--- src/rtl/arb_pkg.sv ---
// Shared definitions for the two-requester round-robin arbiter.
// Holds the FSM state encoding and the mux select polarity used by the
// arbiter and by anything decoding its Select output.
package arb_pkg;

  localparam logic [1:0] ST_IDLE = 2'd0;
  localparam logic [1:0] ST_G1   = 2'd1;
  localparam logic [1:0] ST_G2   = 2'd2;

  localparam logic SEL_CH1 = 1'b1;
  localparam logic SEL_CH2 = 1'b0;

  typedef enum logic [1:0] {
    IDLE = ST_IDLE,
    G1   = ST_G1,
    G2   = ST_G2
  } state_t;

endpackage

--- src/rtl/mux_2cross1.sv ---
// Single-bit 2:1 multiplexer.
// Ports:
//   Input1 - routed to Out when Select=1
//   Input2 - routed to Out when Select=0
//   Select - channel select
//   Out    - selected bit
module mux_2cross1 (
  input  logic Input1,
  input  logic Input2,
  input  logic Select,
  output logic Out
);

  assign Out = Select ? Input1 : Input2;

endmodule

--- src/rtl/arb_2cross1_rr.sv ---
// Round-robin arbiter sharing one WIDTH-bit valid/ready output channel
// between two requesters. The registered Select steers a bitwise 2:1 mux
// datapath; a requester may hold the grant for at most HOLD_MAX
// consecutive beats while the other one is waiting.
// Ports:
//   Clock, Reset_n          - rising-edge clock, async active-low reset
//   Req1/Data1/Ack1         - requester 1 beat request, data, acceptance
//   Req2/Data2/Ack2         - requester 2 beat request, data, acceptance
//   OutValid/OutData/OutReady - downstream valid/ready channel
//   Select                  - registered mux select (1 = channel 1)
//   Grant1/Grant2           - registered grants, mutually exclusive
module arb_2cross1_rr
  import arb_pkg::*;
#(
  parameter int WIDTH    = 8,
  parameter int HOLD_MAX = 4
) (
  input  logic             Clock,
  input  logic             Reset_n,
  input  logic             Req1,
  input  logic [WIDTH-1:0] Data1,
  output logic             Ack1,
  input  logic             Req2,
  input  logic [WIDTH-1:0] Data2,
  output logic             Ack2,
  output logic             OutValid,
  output logic [WIDTH-1:0] OutData,
  input  logic             OutReady,
  output logic             Select,
  output logic             Grant1,
  output logic             Grant2
);

  localparam int              CNT_W    = $clog2(HOLD_MAX) + 1;
  localparam logic [CNT_W-1:0] CNT_LAST = CNT_W'(HOLD_MAX - 1);

  state_t           state_p1, state_n;
  logic             sel_p1, sel_n;
  logic             ptr_p1, ptr_n;
  logic [CNT_W-1:0] cnt_p1, cnt_n;

  logic own_req, oth_req, xfer, do_grant, grant_to1;

  always_comb begin
    state_n   = state_p1;
    sel_n     = sel_p1;
    ptr_n     = ptr_p1;
    cnt_n     = cnt_p1;
    do_grant  = 1'b0;
    grant_to1 = 1'b0;
    own_req   = (state_p1 == G1) ? Req1 : Req2;
    oth_req   = (state_p1 == G1) ? Req2 : Req1;
    xfer      = own_req & OutReady;

    unique case (state_p1)
      IDLE: begin
        cnt_n = '0;
        if (Req1 && Req2) begin
          do_grant  = 1'b1;
          grant_to1 = (ptr_p1 == SEL_CH1);
        end else if (Req1 || Req2) begin
          do_grant  = 1'b1;
          grant_to1 = Req1;
        end
      end
      G1, G2: begin
        if (!own_req) begin
          // Holder released the channel: hand over or fall back to idle.
          if (oth_req) begin
            do_grant  = 1'b1;
            grant_to1 = (state_p1 == G2);
          end else begin
            state_n = IDLE;
            cnt_n   = '0;
          end
        end else if (xfer) begin
          if (cnt_p1 == CNT_LAST) begin
            // Hold window exhausted: switch without a bubble if the other
            // side waits, otherwise start a fresh window.
            cnt_n = '0;
            if (oth_req) begin
              do_grant  = 1'b1;
              grant_to1 = (state_p1 == G2);
            end
          end else begin
            cnt_n = cnt_p1 + 1'b1;
          end
        end
      end
      default: state_n = IDLE;
    endcase

    if (do_grant) begin
      state_n = grant_to1 ? G1 : G2;
      sel_n   = grant_to1 ? SEL_CH1 : SEL_CH2;
      ptr_n   = grant_to1 ? SEL_CH2 : SEL_CH1;
      cnt_n   = '0;
    end
  end

  // Stage p1: arbitration state register
  always_ff @(posedge Clock or negedge Reset_n) begin
    if (!Reset_n) begin
      state_p1 <= IDLE;
      sel_p1   <= SEL_CH1;
      ptr_p1   <= SEL_CH1;
      cnt_p1   <= '0;
    end else begin
      state_p1 <= state_n;
      sel_p1   <= sel_n;
      ptr_p1   <= ptr_n;
      cnt_p1   <= cnt_n;
    end
  end

  assign Grant1   = (state_p1 == G1);
  assign Grant2   = (state_p1 == G2);
  assign Select   = sel_p1;
  assign OutValid = (Grant1 & Req1) | (Grant2 & Req2);
  assign Ack1     = Grant1 & Req1 & OutReady;
  assign Ack2     = Grant2 & Req2 & OutReady;

  for (genvar i = 0; i < WIDTH; i++) begin : g_mux
    mux_2cross1 u_mux (
      .Input1 (Data1[i]),
      .Input2 (Data2[i]),
      .Select (sel_p1),
      .Out    (OutData[i])
    );
  end

endmodule

--- config.mk ---
export PLATFORM = sky130hd
export DESIGN_NAME = arb_2cross1_rr
export DESIGN_NICKNAME = d
export VERILOG_FILES = /design/src/rtl/arb_pkg.sv /design/src/rtl/mux_2cross1.sv /design/src/rtl/arb_2cross1_rr.sv
export SDC_FILE = /design/constraint.sdc
export NUM_CORES = 1
export LEC_CHECK = 0
export CELL_PAD_IN_SITES_DETAIL_PLACEMENT = 0
export CELL_PAD_IN_SITES_GLOBAL_PLACEMENT = 2
export CORE_MARGIN = 3
export CORE_UTILIZATION = 23
export CTS_CLUSTER_SIZE = 28
export DETAILED_ROUTE_END_ITERATION = 12
export PLACE_DENSITY = 0.79
export SETUP_SLACK_MARGIN = 0.5
export SLEW_MARGIN = 20
export SYNTH_ARGS = -nofsm -noshare
export SYNTH_HDL_FRONTEND = slang
export SYNTH_HIERARCHICAL = 1
export SYNTH_SLANG_ARGS = --single-unit
--- constraint.sdc ---
create_clock -name Clock -period 2.3 [get_ports Clock]
set_input_delay 0.345 -clock Clock [delete_from_list [all_inputs] [get_ports Clock]]
set_output_delay 0.345 -clock Clock [all_outputs]
set_load 0.02 [all_outputs]
**Word level (Yosys, flattened, before mapping)**

Index checks and enable logic that the tools add are counted.

- Output and inout port bits: 14
- Bits of input ports: 21
- Word-level logic and storage cells: 63
- Flip-flop bits (word level): 7

- Eq/ne operators: 8
- Add/sub/neg operators: 1
- Muxes and demuxes: 37
- Reductions and logical operators: 7
- Bitwise gates (word level): 6

Operator list:

| operator | number |
|---|---|
| 2-to-1 mux 1 bit | 24 |
| 2-to-1 mux 3 bit | 5 |
| 2-to-1 mux 2 bit | 4 |
| != test 4 bit (second input constant) | 2 |
| != test 3 bit (second input constant) | 2 |
| one-hot mux 3 bit (2 select lines) | 1 |
| AND reduction 3 bit | 2 |
| bitwise AND 1 bit | 5 |
| one-hot mux 1 bit (2 select lines) | 2 |
| one-hot mux 2 bit (2 select lines) | 1 |
| adder 3 x 1 -> 3 bit (second input constant) | 1 |
| == test 3 x 2 -> 1 bit (second input constant) | 1 |
| nonzero test 3 bit | 1 |
| == test 2 x 1 -> 1 bit (second input constant) | 1 |
| == test 2 bit (second input constant) | 1 |
| zero test 2 bit | 1 |
| != test 2 bit (second input constant) | 1 |
| OR reduction 2 bit | 1 |
| logical AND 1 bit | 1 |
| logical OR 1 bit | 1 |
| OR 1 bit | 1 |

**Depth between registers and ports, before layout**

- Depth after elaboration: 9
- Gate-level depth with buffers: 6

**Cells and area by module**

Netlist, hierarchy kept.

Modules (own cells, without submodules):

| module | cells an instance | seq. area each (µm²) | area each (µm²) | instances |
|---|---|---|---|---|
| arb_2cross1_rr | 51 | 177.7 | 558.0 | 1 |
| mux_2cross1 | 1 | 0.0 | 15.0 | 8 |

**Worst setup path before layout**

No wires, ideal clock.

- Kind: reg2reg
- From: register state_p1[1]
- To: register state_p1[1]
- Slack: 0.365 ns
- Required time: 2.175 ns
- Data arrival time: 1.810 ns
- Cell stages (with the launch flop): 7
- Cells stage by stage: dfrtp_1 -> inv_1 -> ha_1 -> mux2i_2 -> o211ai_2 -> a21oi_2 -> mux2_4

- Longest elaborated chain between the ends: 9

Ends and longest elaborated chain:

| what | line | text |
|---|---|---|
| start: declaration | arb_2cross1_rr.sv:37 | `state_t state_p1, state_n;` |
| start signal: assignment | arb_2cross1_rr.sv:109 | `state_p1 <= state_n;` |
| == test 2 x 1 -> 1 bit * | -- |  |
| net Grant1 | arb_2cross1_rr.sv:30 | `output logic Grant1,` |
| 2-to-1 mux 1 bit | arb_2cross1_rr.sv:52 | `oth_req = (state_p1 == G1) ? Req2 : Req1;` |
| 2-to-1 mux 1 bit | arb_2cross1_rr.sv:69, arb_2cross1_rr.sv:81 |  |
| 2-to-1 mux 1 bit | arb_2cross1_rr.sv:77 | `if (cnt_p1 == CNT_LAST) begin` |
| 2-to-1 mux 1 bit | arb_2cross1_rr.sv:76 | `end else if (xfer) begin` |
| 2-to-1 mux 1 bit | arb_2cross1_rr.sv:67 | `if (!own_req) begin` |
| one-hot mux 1 bit (2 select lines) | arb_2cross1_rr.sv:55 | `unique case (state_p1)` |
| != test 3 bit (no line), or another cell as far along | -- |  |
| AND reduction 3 bit (no line) / 2-to-1 mux 2 bit (equally long branches) | -- |  |

Mark *: on every way through the listed nets, which the timed path passes. The rest lies on a longest branch.
A chain may end at the register's enable or synchronous reset.

**Worst setup path in the final report**

- From: register sel_p1, in the netlist Select
- To: output OutData[6]

- Longest elaborated chain between the ends: 1

Ends and longest elaborated chain:

| what | line | text |
|---|---|---|
| start: declaration | arb_2cross1_rr.sv:38 | `logic sel_p1, sel_n;` |
| start signal: assignment | arb_2cross1_rr.sv:110 | `sel_p1 <= sel_n;` |
| 2-to-1 mux 1 bit | mux_2cross1.sv:14 | `assign Out = Select ? Input1 : Input2;` |
| end: declaration | arb_2cross1_rr.sv:27 | `output logic [WIDTH-1:0] OutData,` |

No other way between the ends.

==> impl_metrics.ini <==
[final_layout]
final_nets = 133
synthToLayoutAreaGrowth_pct = 68.8
diodes = 0
drive_gt1_frac = 0.471
fin_cells = 135

[drt]
post_drt_via_cell_ratio = 4.60
antenna_left = 0
routed_wl_microns = 1810
vias = 621
initialDrtViolationCount = 3
route.detailed.drc = 0
first_pass_iters = 2
wl_per_cell_microns = 13.4

[clock_tree]
cts_root_buf = clkbuf_4
clkSinkCount = 7
cts_tree = done
insertion_delay_ns = 0.25
cts_buffer_depth = 2
cts_buffers = 3
cts-hold-fix-buffers = 0
cts_max_level = 1
clkTransAtPathRegs_ns = 0.05

[flow_run]
drv_cap = 0

[die]
core_area_sq_mm = 0.00278
die-area_sq_mm = 0.00364
rows = 19
die_y_microns = 60.3
start_util = 0.244
pin_count = 35
die_w_microns = 60.3

[critical_path]
cp.required_ns = 1.96
endpoint_kind = output pin
cp-startpoint = Select$_DFFE_PN1P_
crit_fanout = 3
r2r-start = state_p1[1]$_DFFE_PN0P_
start_kind = flop
critPathArrivalTime_ns = 1.39
path_class = flop to output pin

[pwr]
p_seq_frac = 0.194
powerDensity_mw_per_mm2 = 1010
power.net_switching_mw = 0.483
p_clk_frac = 0.093
p_sw_frac = 0.419
ir_drop_mv = 0.471
p_leak_nw = 0.525
comb_power_share = 0.713
p_int_mw = 0.671

[timing]
clock-skew-final_ns = 0.00185
hold_viol = 0
drv_slew = 0
finalCritPeriodShare = 0.755
rsz0062_at_grt = false
final.setup.tns_ns = 0
setup-violations-final = 0
worst_pin_slew_ns = 0.338
slew_headroom = 0.772
finalCriticalPeriod_ns = 1.74
fmax_mhz = 576

[synthesis]
ys_types = 33
ys_ff_latch = 7
synthDominantCellAreaShare = 0.221
yosys_warnings = 6
ys.flop_type = dfrtp_1
yosysMostFrequentCell = mux2_4
synth_enable_flop_cells = 0
seq_area_frac_synth = 0.262
syn_area_per_cell_sq_um = 11.5
synthCells = 59
synth_top_cells_by_count = 10 x mux2_4, 7 x ha_1, 5 x dfrtp_1, 5 x inv_1
yosysTopAreaCell = mux2_4
netlist_top_cells_area = mux2_4 22%, dfrtp_1 18%, ha_1 13%, dfstp_2 7.7%, inv_1 2.8%
syn-num-nets = 87
synth-async-reset-ratio = 1.00
synth_area_sq_um = 678

[grt]
gr-usage-all-layers = 0.0924
antenna_found_initial = 0
grt_max_degree = 9
grt_pass1_wl_microns = 2520
overflow = 0
grt_pass1_vias = 577

[status]
outcome = finished clean

[placement]
dp_cells = 125
place_congestion = 0.759
port_buffers = 34
hpwlAfterDp_microns = 1460

[min_path]
min_path_type = primary input to async pin
[what timing repair did]
| action | CTS | global route |
|---|---|---|
| setup endpoints to repair | 19 | 7 |
| buffers inserted | 4 | 2 |
| resized for setup | 48 | 11 |
| pin swaps | 0 | 3 |
[per-stage QoR]
stage          total power [mW]   util  worst slack [ns]  hold slack (ns)  cell area (sq um)
6_report                   1.15  0.412             0.564            0.355               1140
5_1_grt                    1.24  0.412             0.490            0.378               1140
4_1_cts                    1.11  0.399             0.455            0.359               1110
3_5_place_dp              0.980  0.387             0.184            0.505               1080
3_3_place_gp              0.972  0.387             0.192            0.490               1080
2_1_floorplan             0.722      -             0.505           0.0494                691
[critical path, cell delays in order, from the launching register on]
cell	delay, ns
dfstp_2	0.56
buf_4	0.14
mux2_4	0.29
buf_2	0.16
[layout make-up]
type,count,area (sq um)
Timing Repair Buffer,41,349
Fill cell,262,1640
Clock buffer,4,26.3
Tap cell,31,38.8
Multi-Input combinational cell,47,533
Sequential cell,7,179
Inverter,5,18.8
[kinds of logic (layout without fill, tap and decap cells)]
kind of cell    Yosys count  after routing  synth area share
compound gates           14             14             0.170
fa+ha+maj                 7              7             0.129
buf+inv                   5             50            0.0277
flops                     7              7             0.262
mux                      13             13             0.273
simple gates             13             13             0.138
[power by group through the flow]
stage | clock network (mW) | registers [mW] | logic, mW
after global placement | 0 | 0.241 | 0.731
after floorplan | 0 | 0.233 | 0.489
after detailed placement | 0 | 0.243 | 0.738
final | 0.108 | 0.223 | 0.823
after global routing | 0.119 | 0.228 | 0.888
after CTS | 0.115 | 0.223 | 0.768
[routing by layer]
layer	wire length, microns	share of wire	global-route usage
met3	38	0.021	0.0281
met5	0	0	0
met2	992	0.55	0.144
met1	759	0.42	0.123
met4	19	0.011	0.0285
[final timing paths]
path | slack (ns) | end | cells past startpoint
min in group Clock | 0.52 | cnt_p1[1]$_DFFE_PN0P_ | 1
max reg2reg | 0.57 | state_p1[1]$_DFFE_PN0P_ | 6
max in group asynchronous | 1.66 | Select$_DFFE_PN1P_ | 1
min | 0.35 | state_p1[1]$_DFFE_PN0P_ | 1
max | 0.56 | OutData[6] | 3
min reg2reg | 0.52 | cnt_p1[1]$_DFFE_PN0P_ | 1
[layout by cell type, fill, tap and decap left out, types with 3 or more instances in the layout]
master,Yosys,final
buf_2,0,10
buf_4,0,6
clkbuf_4,0,3
clkdlybuf4s50_1,0,19
dfrtp_1,5,4
dlygate4sd2_1,0,3
ha_1,7,3
inv_1,5,3
mux2_4,10,10
[registers in the layout (all words and copies together) (netlist names)]
| register | flops |
|---|---|
| cnt_p1 | 3 |
| state_p1 | 2 |
| Select | 1 |
| ptr_p1 | 1 |
Note: power is estimated with default switching activity, not from simulation.
